`src/rtl/irq_stack_ctrl.sv`:
```
// irq_stack_ctrl: interrupt entry/return sequencer for the return-address
// stack. Arbitrates push/pop between call/ret/reti and interrupt entry,
// latches and masks IRQ edges, and tracks stack occupancy.
//
// Handshake: there is no ready/valid back-pressure. A strobe
// (stack_push, stack_pop, take_vector, ack) is valid in the cycle it is
// high and is consumed by the stack/CPU at the next rising edge of clk.
module irq_stack_ctrl #(
  parameter int                NIRQ       = 4,
  parameter int                PC_W       = 10,
  parameter int                DEPTH      = 16,
  parameter logic [PC_W-1:0]   VEC_BASE   = 10'h3C0,
  parameter int                VEC_STRIDE = 16,
  localparam int               ID_W       = (NIRQ > 1) ? $clog2(NIRQ) : 1
) (
  input  logic            clk,
  input  logic            reset,
  input  logic [NIRQ-1:0] irq,
  input  logic            mask_we,
  input  logic [NIRQ-1:0] mask_wdata,
  input  logic            call,
  input  logic            ret,
  input  logic            reti,
  input  logic [PC_W-1:0] pc_addr,
  output logic            stack_push,
  output logic            stack_pop,
  output logic            stack_interrupt,
  output logic [PC_W-1:0] stack_data,
  output logic            take_vector,
  output logic [PC_W-1:0] pc_vector,
  output logic [NIRQ-1:0] ack,
  output logic            in_isr,
  output logic [ID_W-1:0] active_id,
  output logic [4:0]      depth,
  output logic            error
);

  typedef enum logic {IDLE = 1'b0, ISR = 1'b1} state_t;

  state_t          state;
  logic [NIRQ-1:0] pending;
  logic [NIRQ-1:0] mask;
  logic [NIRQ-1:0] irq_prev;
  logic [4:0]      isr_calls;

  logic [NIRQ-1:0] req;
  logic [ID_W-1:0] sel_id;
  logic [31:0]     vec_off;
  logic            multi_op;
  logic            not_full;
  logic            not_empty;
  logic            entry;
  logic            call_ok;
  logic            ret_ok;
  logic            reti_ok;
  logic            misuse;

  // Lowest-index enabled pending request wins arbitration.
  always_comb begin
    req    = pending & mask;
    sel_id = '0;
    for (int i = NIRQ - 1; i >= 0; i--) begin
      if (req[i]) sel_id = ID_W'(i);
    end
  end

  // Decode the legal actions of this cycle and drive the combinational strobes.
  always_comb begin
    multi_op  = (call & ret) | (call & reti) | (ret & reti);
    not_full  = (depth < 5'(DEPTH));
    not_empty = (depth != 5'd0);

    call_ok = !reset && call && !multi_op && not_full;
    ret_ok  = !reset && ret && !multi_op && not_empty &&
              ((state == IDLE) || (isr_calls != 5'd0));
    reti_ok = !reset && reti && !multi_op && (state == ISR) &&
              (isr_calls == 5'd0);
    // Any CPU stack instruction in this cycle (even an illegal one) blocks entry.
    entry   = !reset && (state == IDLE) && (req != '0) &&
              !call && !ret && !reti && not_full;
    misuse  = !reset && (multi_op || (call && !call_ok) ||
                         (ret && !ret_ok) || (reti && !reti_ok));

    stack_push      = call_ok | entry;
    stack_pop       = ret_ok | reti_ok;
    stack_interrupt = reti_ok;
    stack_data      = pc_addr;
    take_vector     = entry;

    vec_off   = 32'(sel_id) * 32'(VEC_STRIDE);
    pc_vector = VEC_BASE + vec_off[PC_W-1:0];

    ack = '0;
    if (entry) ack[sel_id] = 1'b1;
  end

  assign in_isr = (state == ISR);

  // Sequencer state, occupancy counters, pending/mask registers and sticky error.
  always_ff @(posedge clk) begin
    if (reset) begin
      state     <= IDLE;
      pending   <= '0;
      mask      <= '0;
      irq_prev  <= '0;
      depth     <= 5'd0;
      isr_calls <= 5'd0;
      active_id <= '0;
      error     <= 1'b0;
    end else begin
      irq_prev <= irq;
      // A fresh edge in the ack cycle re-arms the request.
      pending  <= (pending & ~ack) | (irq & ~irq_prev);
      if (mask_we) mask <= mask_wdata;
      if (misuse)  error <= 1'b1;

      if (stack_push)     depth <= depth + 5'd1;
      else if (stack_pop) depth <= depth - 5'd1;

      if (call_ok && state == ISR)     isr_calls <= isr_calls + 5'd1;
      else if (ret_ok && state == ISR) isr_calls <= isr_calls - 5'd1;

      case (state)
        IDLE: if (entry) begin
          state     <= ISR;
          active_id <= sel_id;
        end
        ISR: if (reti_ok) state <= IDLE;
        default: state <= IDLE;
      endcase
    end
  end

endmodule

```
`config.mk`:
```
export PLATFORM = sky130hd
export DESIGN_NAME = irq_stack_ctrl
export DESIGN_NICKNAME = d
export VERILOG_FILES = /design/src/rtl/irq_stack_ctrl.sv
export SDC_FILE = /design/constraint.sdc
export NUM_CORES = 1
export LEC_CHECK = 0
export CAP_MARGIN = 20
export CORE_MARGIN = 1
export CORE_UTILIZATION = 39
export CTS_CLUSTER_DIAMETER = 40
export CTS_CLUSTER_SIZE = 14
export DETAILED_ROUTE_END_ITERATION = 10
export PLACE_DENSITY = 0.85
export REMOVE_ABC_BUFFERS = 1
export SLEW_MARGIN = 20
export SYNTH_ARGS = -nofsm -noshare
export SYNTH_HDL_FRONTEND = slang
export SYNTH_SLANG_ARGS = --single-unit
```
`constraint.sdc`:
```
create_clock -name clk -period 2.7 [get_ports clk]
set_input_delay 0.81 -clock clk [delete_from_list [all_inputs] [get_ports clk]]
set_output_delay 0.81 -clock clk [all_outputs]
set_load 0.01 [all_outputs]
```
==> flow_results.org, run 1 <==
** Outcome
- The flow ran to the end, and the final reports show no timing, DRC or antenna violations.

** Placed design
- Once placement completed, the tool counted placed cells totaling around 270.
- Weighted congestion reported at the end of routability-driven placement :: 0.923
- Buffers placed on the I/O ports in this run total 32.
- Summed over all nets, the half-perimeter wirelength after detailed placement is 2830 um.

** Finish
- Leading cell type in the layout, fill and taps excluded :: sky130_fd_sc_hd__buf_4
- In the layout the commonest cells are sky130_fd_sc_hd__buf_4 (43), sky130_fd_sc_hd__dfxtp_1 (26), sky130_fd_sc_hd__clkdlybuf4s50_1 (20).
- The repair_antennas step left the layout with diodes totalling 0.
- Layout-stage area growth over the synthesis result :: 49.9%
- For this run, the post-layout net count is 280.
- For this run, the number of standard cells in the final layout without fillers is 295.
- Filler Cell Count :: 300
- Finished Core Util :: 0.625
- Fraction of layout cells with a size suffix above 1 :: 0.397

** Clock tree
- Clock insertion delay at the later pin of the skew report :: 0.27 ns
- After clock tree synthesis, the flow added hold-fix buffers numbering 0.
- TritonCTS created 3 clock buffers.
- CTS tree :: built
- Clock sink count :: 26
- Clock root buffer :: sky130_fd_sc_hd__clkbuf_8
- Reg clk slew, reported paths :: about 0.09 ns
- In this run the number of H-tree levels came out at 1.
- In this run the deepest clock path goes through 2 buffers.

** Min path
- For hold timing, the worst endpoint is pending[3]$_SDFF_PP0_.
- In this run the most critical hold path is launched from irq_prev[3]$_SDFF_PP0_.
- Kind of path behind the tightest hold check :: flip-flop to flip-flop
- Along the worst hold path, the cell count comes to 2.

** Route
- Drt pass-1 iters :: 4
- Using the TritonRoute via totals, the vias-per-cell ratio works out to ~5.3.
- The detail route stage leaves a number of antenna-violating nets equal to 0.
- The final route contains about 1600 vias.
- Average routed wire per standard cell :: around 15 um
- Drt initial violations :: 47
- DRC errors left :: 0
- The final layout contains routed wiring with a total length of between 4000 and 5000 um.

** Floorplan
- The die covers 4260 um^2.
- After floorplanning, the core was divided into 22 placement rows.
- I/O pins :: 61
- In this run the vertical extent of the chip is 65.3 um.
- For this configuration, the core starts out at a cell density of 0.417.
- The core region is around 3700 um^2.
- In this run the horizontal extent of the chip is 65.3 um.

** Critical path
- Worst R2R Start :: depth[4]$_SDFFE_PP0P_
- Most prevalent standard cell on the critical path :: sky130_fd_sc_hd__buf_2
- On the critical path the largest part of the delay comes from simple AND/OR/NAND/NOR gates.
- CP Max Fanout :: 3
- The number of cells on the worst reg-to-reg path is 10.
- Category of the worst setup path capture point :: output pin
- Slowest cell on crit path :: sky130_fd_sc_hd__nor3_4
- The signal on the critical path passes through buf_2, nor2_2, nand2_2, buf_6, nor3_4, nand3_2, nor2_1, buf_2.
- At the worst endpoint, the required time is 1.89 ns.
- The worst setup path is of the input port to output pin kind.
- Number of buffer and inverter stages on the critical path :: 3
- STA classifies the critical path startpoint as an input port.
- Slowest Stage Delay on Critical Path :: ~0.17 ns
- Data arrives at the worst endpoint at 1.86 ns.
- The critical path crosses 8 cells after its start point.
- In this run the register-to-register setup slack is 0.41 ns.
- The worst register-to-register path ends at depth[2]$_SDFFE_PP0P_.

** Pwr
- Static power due to leakage :: approximately 1.1 nW
- For this design the total switching power over the nets is 0.261 mW.
- Clk network pwr share :: 0.327
- Of the total power, registers draw 0.429.
- P_int :: 0.730 mW
- Of the total power, combinational logic draws 0.244.
- Maximum ir drop on the vdd rail :: 0.341 mV
- Power density over cell area :: between 400 and 500 nW/um^2
- Of the total power, the share spent switching nets is 0.264.

** Global route
- Global-route wire length before repair :: approximately 6800 um
- Number of global-route vias before repair :: 1581
- For this run the aggregate overflow at the end of global routing stands at 0.
- Largest net degree at the start of global routing :: 16
- In the global route stage, overall resource usage came out at 0.207.
- Antenna violations before repair :: 0

** Timing
- Final Hold Fails :: 0
- Setup repair after global routing missed its margin :: yes
- Of the available clock period, the critical path in the final layout requires 0.987.
- Static timing analysis puts the maximum clock frequency at about 380 MHz.
- Max-slew violation count :: 0
- The clock period could shrink to 2.67 ns.
- Setup Skew :: 0.00526 ns
- Setup violations remaining at the end of the flow were counted as 0.

** Synth
- Per-instance average area after synthesis :: 8.57 um^2
- The synthesized design contains 26 register bits.
- Mapped Area :: around 1600 um^2
- Synth cell types :: 41
- The share of synthesized area in the top cell type comes to 0.334.
- Gate count of the mapped netlist :: between 150 and 200
- The share of the Yosys chip area taken by registers is 0.334.
- Warnings, synthesis :: 0
- Leading cell types by total area after synthesis :: sky130_fd_sc_hd__dfxtp_1 (33%), sky130_fd_sc_hd__buf_4 (8.7%), sky130_fd_sc_hd__nor2_1 (5.1%)
- sky130_fd_sc_hd__dfxtp_1 takes more of the synthesized area than any other cell.

** Job
- Max-capacitance violation count :: 0
## per-layer routing
layer / vias up / GRT usage / share of wire
met1: 742 / 0.217 / 0.39
met2: 71 / 0.374 / 0.53
met4: 0 / 0.103 / 0.026
li1: 729 / - / -
met5: - / 0 / 0
met3: 15 / 0.0573 / 0.058
## stage by stage
stage               hold slack [ns]  cell area [um^2]  setup slack [ns]  setup TNS (ns)  power, mW
floorplan                     0.456              1430            -0.332          -0.981      0.525
global placement              0.470              2020            -0.965          -11.28      0.616
detailed placement            0.483              2020            -0.997          -11.94      0.624
CTS                           0.495              2240           0.00806               0      0.967
global route                  0.513              2340           -0.0464         -0.0976       1.03
finish                        0.491              2340            0.0347               0      0.992
## tightest hold or removal path: cells and delay by family (launching register included)
kind	cells	cell delay [ns]
compound gates	1	0.05
simple gates	1	0.09
flops	1	0.31
## repair_timing
| item | in CTS | in global routing |
|---|---|---|
| endpoints found under the setup margin | 15 | 15 |
| resized for setup | 68 | 22 |
| setup buffers | 15 | 2 |
| pin swaps | 11 | 12 |
## final cells by class
type | count | area, um^2 | share of cell area
Clock buffer | 3 | 41.3 | 0.0177
Clock inverter | 1 | 30.0 | 0.0128
Inverter | 9 | 33.8 | 0.0144
Multi-Input combinational cell | 131 | 1020 | 0.437
Sequential cell | 26 | 520 | 0.223
Tap cell | 48 | 60.1 | 0.0257
Timing Repair Buffer | 77 | 631 | 0.270
## kinds of logic (layout without fill, tap and decap cells)
group | count (synthesis) | in the layout | synth area share
flip-flops | 26 | 26 | 0.334
AO/OA/AOI/OAI | 37 | 37 | 0.152
adder cells (fa/ha/maj) | 8 | 8 | 0.0738
XOR/XNOR | 5 | 5 | 0.0281
other | 2 | 8 | 0.00481
multiplexers | 7 | 7 | 0.0449
buffers and inverters | 31 | 90 | 0.123
AND/OR/NAND/NOR | 66 | 66 | 0.240
## worst max path at each step
| stage | from | to | slack, ns |
|---|---|---|---|
| floorplan | reti | depth[3]$_SDFFE_PP0P_ | -0.33 |
| global placement | reti | ack[1] | -0.97 |
| detailed placement | reti | ack[1] | -1.0 |
| CTS | isr_calls[2]$_SDFFE_PP0P_ | stack_interrupt | 0.008 |
| global route | depth[2]$_SDFFE_PP0P_ | stack_pop | -0.05 |
| finish | ret | ack[2] | 0.03 |
## registers in the layout, indices dropped and copies added (netlist names)
signal     cells
in_isr         1
irq_prev       4
mask           4
depth          5
active_id      2
error          1
isr_calls      5
pending        4
## Yosys cell counts (all sizes together)
library cell,n
a21oi,14
or4b,1
a2bb2oi,1
a211oi,1
nor2b,7
o31ai,1
ha,6
or3,3
nor4b,1
conb,2
o211a,2
nand3b,2
a22o,2
and3b,1
inv,9
a31o,2
and2b,1
clkbuf,2
nor3,4
nand2b,4
buf,20
and2,1
fa,2
a31oi,1
or4,1
mux2i,7
xor2,3
nand3,4
nor2,21
nand2,12
a21o,3
nand4b,1
xnor2,2
o21ai,10
dfxtp,26
nor4,2
## power groups by stage
stage / sequential, mW / combinational, mW / clock, mW
4_1_cts: 0.421 / 0.217 / 0.328
3_3_place_gp: 0.429 / 0.188 / 0
5_1_grt: 0.427 / 0.265 / 0.341
3_5_place_dp: 0.429 / 0.195 / 0
2_1_floorplan: 0.432 / 0.0931 / 0
6_report: 0.425 / 0.242 / 0.324
Power figures use the tool's default switching activity.
==> run 2: changes to the inputs <==
- RECOVER_POWER: default -> 25
==> run 2 against run 1 <==
Effect of this change:
- fmax is the same
- first-iteration DRC count did not move
- via count unchanged
- sequential power hardly changed
- combinational power barely moved
- count of clock-buffer cells in the layout is the same
- wire length is essentially flat
- critical path depth unchanged
==> flow_results.org, run 2 (synthesis gave the netlist of run 1 again) <==
** Outcome
- The run finished with clean final reports.

** Timing
- The worst path needs 2.67 ns of the cycle, external delays included.
- Final Hold Fails :: 0
- On the final layout, the worst clock skew is 0.00526 ns.
- Max-slew violation count :: 0
- Setup violations remaining at the end of the flow were counted as 0.
- F_max :: about 380 MHz
- Share of the clock period used by the worst path :: 0.987
- Final-layout setup total negative slack :: 0 ns
- Setup repair after global routing missed its margin :: yes

** Finish
- Leading cell type in the layout, fill and taps excluded :: sky130_fd_sc_hd__buf_4
- 0 antenna diodes ended up in the layout.
- Finished Core Util :: 0.625
- NumNets Final :: 280
- The filler cells instantiated in the layout total 300.
- FF+latch area :: 520 um^2
- Design area :: 2340 um^2
- Layout-stage area growth over the synthesis result :: 49.9%
- Summing all multi-input logic gate instances after layout gives around 1000 um^2.
- Leaving out fill and tap cells, the most frequent cells in the layout are sky130_fd_sc_hd__buf_4 (43), sky130_fd_sc_hd__dfxtp_1 (26), sky130_fd_sc_hd__nor2_1 (17).
- Largest registers in the final layout :: depth (5), isr_calls (5)
- Fraction of layout cells with a size suffix above 1 :: 0.397

** Placed design
- Summing all placed instances gives a cell area of slightly above 2000 um^2.
- Buffers placed on the I/O ports in this run total 32.
- Weighted congestion reported at the end of routability-driven placement :: roughly 0.9
- HPWL after DPL :: 2830 um

** Clock tree
- TritonCTS built the clock tree.
- Max Root-Sink Buffers :: 2
- Reg clk slew, reported paths :: ~0.090 ns
- Hold repair after CTS inserted 0 buffers.
- The number of clock buffers added by TritonCTS is 3.
- Clock root buffer :: sky130_fd_sc_hd__clkbuf_8
- Max H-tree Level :: 1
- Clock tree synthesis found a total of 26 sinks.
- Clock insertion delay at the later pin of the skew report :: 0.27 ns

** Global route
- Antenna violations before repair :: 0
- Summed over all layers, the global routing overflow is 0.
- Entering global routing, the biggest net connects 16 pins.
- The via count of the first global-routing pass came to between 1500 and 2000.
- Global-route wire length before repair :: 6800 um
- Global-route usage over all layers :: 0.207

** Floorplan
- From bottom edge to top edge, the die measures 65.3 um.
- The floorplan has 22 rows.
- After floorplanning, the core was sized to cover between 3000 and 4000 um^2.
- The initial utilization of the core area, before any placement, comes to 0.417.
- Horizontal extent of the die :: 65.3 um
- Pin placement for this block handled 61 I/O pins.
- Die Outline Area :: 4260 um^2

** Route
- Routed via count :: 1557
- Dividing the detail-routed via count by the number of cells gives 5.28.
- Detail Route Antenna Nets :: 0
- For this block, the initial DRC count from the detailed router was 47.
- Average routed wire per standard cell :: 15.3 um
- The final layout contains routed wiring with a total length of about 4500 um.
- For this run, design rule violations remaining after detail routing come to 0.
- The first detailed-routing pass took 4 iterations.

** Job
- Across the run, the number of max-cap violations was 0.

** Pwr
- Net switching power :: ~0.26 mW
- IR analysis of the VDD net gives a maximum drop of 0.341 mV.
- Power density over cell area :: roughly 420 nW/um^2
- The share of total power dissipated in combinational logic is 0.243.
- Clk network pwr share :: 0.327
- Power share of the sequential group :: 0.430
- Switching share of total power :: 0.264
- Overall Power :: 0.990 mW
- Static power due to leakage :: 1.05 nW
- P_int :: 0.729 mW

** Min path
- Hold path start :: irq_prev[3]$_SDFF_PP0_
- The worst hold path belongs to the class flip-flop to flip-flop.

** Critical path
- Tracing the worst setup path back leads to its startpoint at ret.
- Worst setup SP type :: input port
- Data arrives at the worst endpoint at 1.86 ns.
- Register-to-Register Setup Slack :: just over 0.4 ns
- Along the worst path, the maximum fanout reaches 3.
- Required time of the worst setup path :: 1.89 ns
- The worst setup path is captured at an output pin.
- The startpoint identified for the worst register-to-register timing path is depth[4]$_SDFFE_PP0P_.
- Setup Crit Path Kind :: input port to output pin
-- run 2: cell types whose count changed in the layout (fill, tap and decap cells not counted) --
cell                              delta
sky130_fd_sc_hd__dlygate4sd3_1       +5
sky130_fd_sc_hd__clkdlybuf4s50_1     -5
-- run 2: what timing repair did --
item                       in CTS  in global routing
resized for setup              68                 22
buffers inserted               15                  2
setup endpoints to repair      15                 15
pin swaps                      11                 12
gates cloned                    0                  0
-- run 2: critical path, cell delays in order --
cell and delay, ns:
sky130_fd_sc_hd__buf_2 0.12, sky130_fd_sc_hd__nor2_2 0.15, sky130_fd_sc_hd__nand2_2 0.10, sky130_fd_sc_hd__buf_6 0.14, sky130_fd_sc_hd__nor3_4 0.17, sky130_fd_sc_hd__nand3_2 0.12, sky130_fd_sc_hd__nor2_1 0.11, sky130_fd_sc_hd__buf_2 0.13
-- run 2: worst paths after layout --
kind	to	depth (start not counted)
worst max-delay path	ack[2]	8
worst min-delay path	pending[3]$_SDFF_PP0_	2
worst max register to register	depth[2]$_SDFFE_PP0P_	10
worst min register to register	pending[3]$_SDFF_PP0_	2
-- run 2: layout make-up --
type,count,share of cell area
Sequential cell,26,0.223
Multi-Input combinational cell,131,0.437
Clock inverter,1,0.0128
Clock buffer,3,0.0177
Tap cell,48,0.0257
Inverter,9,0.0144
Timing Repair Buffer,77,0.270
-- run 2: per-stage QoR --
step                      worst slack, ns  hold slack, ns  instances
after floorplan                    -0.332           0.456        166
after global placement             -0.965           0.470        274
after detailed placement           -0.997           0.483        274
after CTS                         0.00806           0.495        293
after global routing              -0.0464           0.513        295
final                              0.0347           0.491        295
-- run 2: per-layer routing --
| layer | global-route usage | routed length [um] |
|---|---|---|
| met2 | 0.374 | 2370 |
| met3 | 0.0573 | 260 |
| met5 | 0 | 0 |
| met1 | 0.217 | 1760 |
| met4 | 0.103 | 117 |
-- run 2: power by group through the flow --
stage | sequential [mW] | clock (mW) | combinational, mW
after CTS | 0.421 | 0.328 | 0.217
final | 0.425 | 0.324 | 0.241
after global routing | 0.427 | 0.341 | 0.264
after floorplan | 0.432 | 0 | 0.0931
after global placement | 0.429 | 0 | 0.188
after detailed placement | 0.429 | 0 | 0.195
==> run 3: changes to the inputs <==
- CORE_MARGIN: 1 -> default
- CORE_UTILIZATION: 39 -> 43
- PLACE_DENSITY: 0.85 -> 0.88
- clock period: 2.7 -> 3 ns (I/O delays scaled with it)
==> run 3 against run 2 <==
Effect of this change:
- flip-flop and latch count did not move
- wire length fell by 7.8%
- via count fell by 6.8%
- highest routed layer unchanged
- global-route usage rose by 1.3 points
- sequential share of layout area rose by 2.1 points
- combinational power fell by 23%
==> flow_results.org, run 3 (synthesis gave the netlist of run 1 again) <==
** Outcome
- The flow ran to the end, and the final reports show no timing, DRC or antenna violations.

** Timing
- Setup violations remaining at the end of the flow were counted as 0.
- In the post-route analysis, the smallest setup slack over all paths is around 0.064 ns.
- Timing would allow up to between 300 and 400 MHz.
- On the final layout, the worst clock skew is 0.00316 ns.
- The smallest clock period supported by the final layout is computed as 2.94 ns.
- Final Hold Fails :: 0
- Fin Hold WS :: 0.499 ns
- After routing, the total negative slack on setup checks comes to 0 ns.
- Of the available clock period, the critical path in the final layout requires 0.979.
- Max-slew violation count :: 0

** Critical path
- Of all nets on the critical path, the largest fanout is 3.
- On the worst path, the slowest cell contributes a delay of 0.24 ns.
- Setup Crit Path Kind :: input port to output pin
- Slowest cell on crit path :: sky130_fd_sc_hd__nor3_4
- Counting both buffers and inverters, the worst setup path holds a total of 3.
- The worst setup path is captured at an output pin.
- Worst EP arrival :: 2.04 ns
- Cell family with the largest share of critical-path delay :: simple AND/OR/NAND/NOR gates
- Cells along the critical path :: clkbuf_2, nor2_2, nand2_2, buf_6, nor3_4, nand3_2, nor2_1, buf_2
- Worst setup SP type :: input port
- The worst register-to-register path has a depth of 13.
- Required time of the worst setup path :: 2.10 ns
- The critical path crosses 8 cells after its start point.

** Clock tree
- The later pin in the worst-skew pair is clocked with a latency of between 0.3 and 0.4 ns.
- Clock sink count :: 26
- No sink is reached through more buffers than the 2 on the longest clock path.
- In this run the number of H-tree levels came out at 1.
- The tree is rooted in a sky130_fd_sc_hd__clkbuf_4.
- After clock tree synthesis, the clock-pin slew on the worst setup and hold paths is 0.15 ns.
- The number of clock buffers added by TritonCTS is 3.
- CTS tree :: built

** Finish
- Top library cells by usage in the layout, fill and taps aside :: sky130_fd_sc_hd__buf_4 (27), sky130_fd_sc_hd__dfxtp_1 (25), sky130_fd_sc_hd__nor2_1 (17)
- The largest registers in the layout are depth (5), isr_calls (5).
- Once layout is complete, the cells apart from fillers number 278.
- Layout-stage area growth over the synthesis result :: 37.1%
- Filler Cell Count :: roughly 270
- Fraction of layout cells with a size suffix above 1 :: 0.293
- NumNets Final :: 265
- Leading cell type in the layout, fill and taps excluded :: sky130_fd_sc_hd__buf_4
- Antenna diode count :: 0

** Floorplan
- In this run the horizontal extent of the chip is ~62 um.
- Effective utilization at floorplan :: 0.457
- The die is 62.2 um tall.
- Pin placement for this block handled 61 I/O pins.
- Die Outline Area :: approximately 3900 um^2
- The core region is 3420 um^2.
- The initialized floorplan defines 21 standard-cell rows.

** Placed design
- Weighted congestion reported at the end of routability-driven placement :: 0.887
- Number of port buffers :: 32
- In this run, placement finished with an instance count of 269.
- Once detailed placement completed, the half-perimeter wirelength came to 2820 um.
- Prior to clock tree synthesis, the placed netlist has a worst setup slack of -0.759 ns.

** Global route
- Largest net degree at the start of global routing :: 19
- Global routing usage on met1 :: 0.255
- Global-route met3 utilization :: 0.0643
- Antenna violations before repair :: 0
- The first global-routing pass estimated 6760 um of wire.
- Global route overflow :: 0
- For this run, global-route usage on met2 was measured as 0.374.
- The global routing stage identified its most utilized layer as met2.
- Global-route usage over all layers :: 0.220
- Number of global-route vias before repair :: 1452

** Route
- Dividing the detail-routed via count by the number of cells gives 5.22.
- Drt pass-1 iters :: 4
- DRC errors left :: 0
- Final routed wirelength across all metal layers :: 4150 um
- Drt initial violations :: 43
- Routed via count :: 1451
- Average routed wire per standard cell :: 14.9 um
- Detail Route Antenna Nets :: 0

** Job
- Across the run, the number of max-cap violations was 0.

** Pwr
- In this run the power density over the cells is 383 nW/um^2.
- The analysis attributes to cell leakage a power of 0.969 nW.
- Overall Power :: just over 0.8 mW
- Maximum ir drop on the vdd rail :: roughly 0.21 mV

** Min path
- The worst hold path belongs to the class flip-flop to flip-flop.
- The worst hold path was traced through 2 stages.
-- run 3: power breakdown --
part           switching [mW]  internal [mW]
Sequential             0.0210          0.364
Combinational          0.0925         0.0925
Clock                   0.113          0.135
Total                   0.226          0.592
-- run 3: stage by stage --
step | util | cell area [um^2]
final | 0.626 | 2140
after global routing | 0.626 | 2140
after CTS | 0.617 | 2110
after detailed placement | 0.583 | 1990
after global placement | 0.583 | 1990
after floorplan | - | 1430
-- run 3: layout make-up --
cell class	count	area [um^2]	share of cell area
Multi-Input combinational cell	131	958	0.448
Clock buffer	3	22.5	0.0105
Sequential cell	26	522	0.244
Tap cell	46	57.6	0.0269
Inverter	9	33.8	0.0158
Timing Repair Buffer	62	515	0.241
Clock inverter	1	30.0	0.0140
-- run 3: worst register-to-register path, stage by stage (launching register included) --
cell                       delay [ns]
sky130_fd_sc_hd__dfxtp_1         0.42
sky130_fd_sc_hd__nor2_2          0.18
sky130_fd_sc_hd__nand2_2         0.09
sky130_fd_sc_hd__buf_6           0.14
sky130_fd_sc_hd__o31ai_4         0.27
sky130_fd_sc_hd__buf_4           0.21
sky130_fd_sc_hd__inv_1           0.08
sky130_fd_sc_hd__ha_1            0.30
sky130_fd_sc_hd__nor2b_1         0.14
sky130_fd_sc_hd__o21ai_0         0.15
sky130_fd_sc_hd__nand2b_1        0.12
sky130_fd_sc_hd__nor3_2          0.14
sky130_fd_sc_hd__mux2i_1         0.10
sky130_fd_sc_hd__nand2_1         0.06
-- run 3: path summary, 6_finish.rpt --
| check | slack (ns) | start | endpoint |
|---|---|---|---|
| worst max-delay path | 0.06 | ret | ack[2] |
| worst min-delay path | 0.50 | irq_prev[2]$_SDFF_PP0_ | pending[2]$_SDFF_PP0_ |
| worst max register to register | 0.57 | depth[4]$_SDFFE_PP0P_ | depth[4]$_SDFFE_PP0P_ |
| worst min register to register | 0.50 | irq_prev[2]$_SDFF_PP0_ | pending[2]$_SDFF_PP0_ |
-- run 3: timing repair --
item | CTS | global route
pin swaps | 0 | 7
setup buffers | 1 | 4
endpoints found under the setup margin | 14 | 12
gates cloned | 0 | 0
gates resized for setup | 46 | 15
hold buffers | 0 | 0
endpoints found under the hold margin | 0 | 0
-- run 3: layer usage --
| metal | wire length [um] | vias to the layer above |
|---|---|---|
| met5 | 0 | - |
| met4 | 136 | 0 |
| met3 | 278 | 10 |
| met2 | 2140 | 60 |
| met1 | 1600 | 687 |
| li1 | - | 694 |
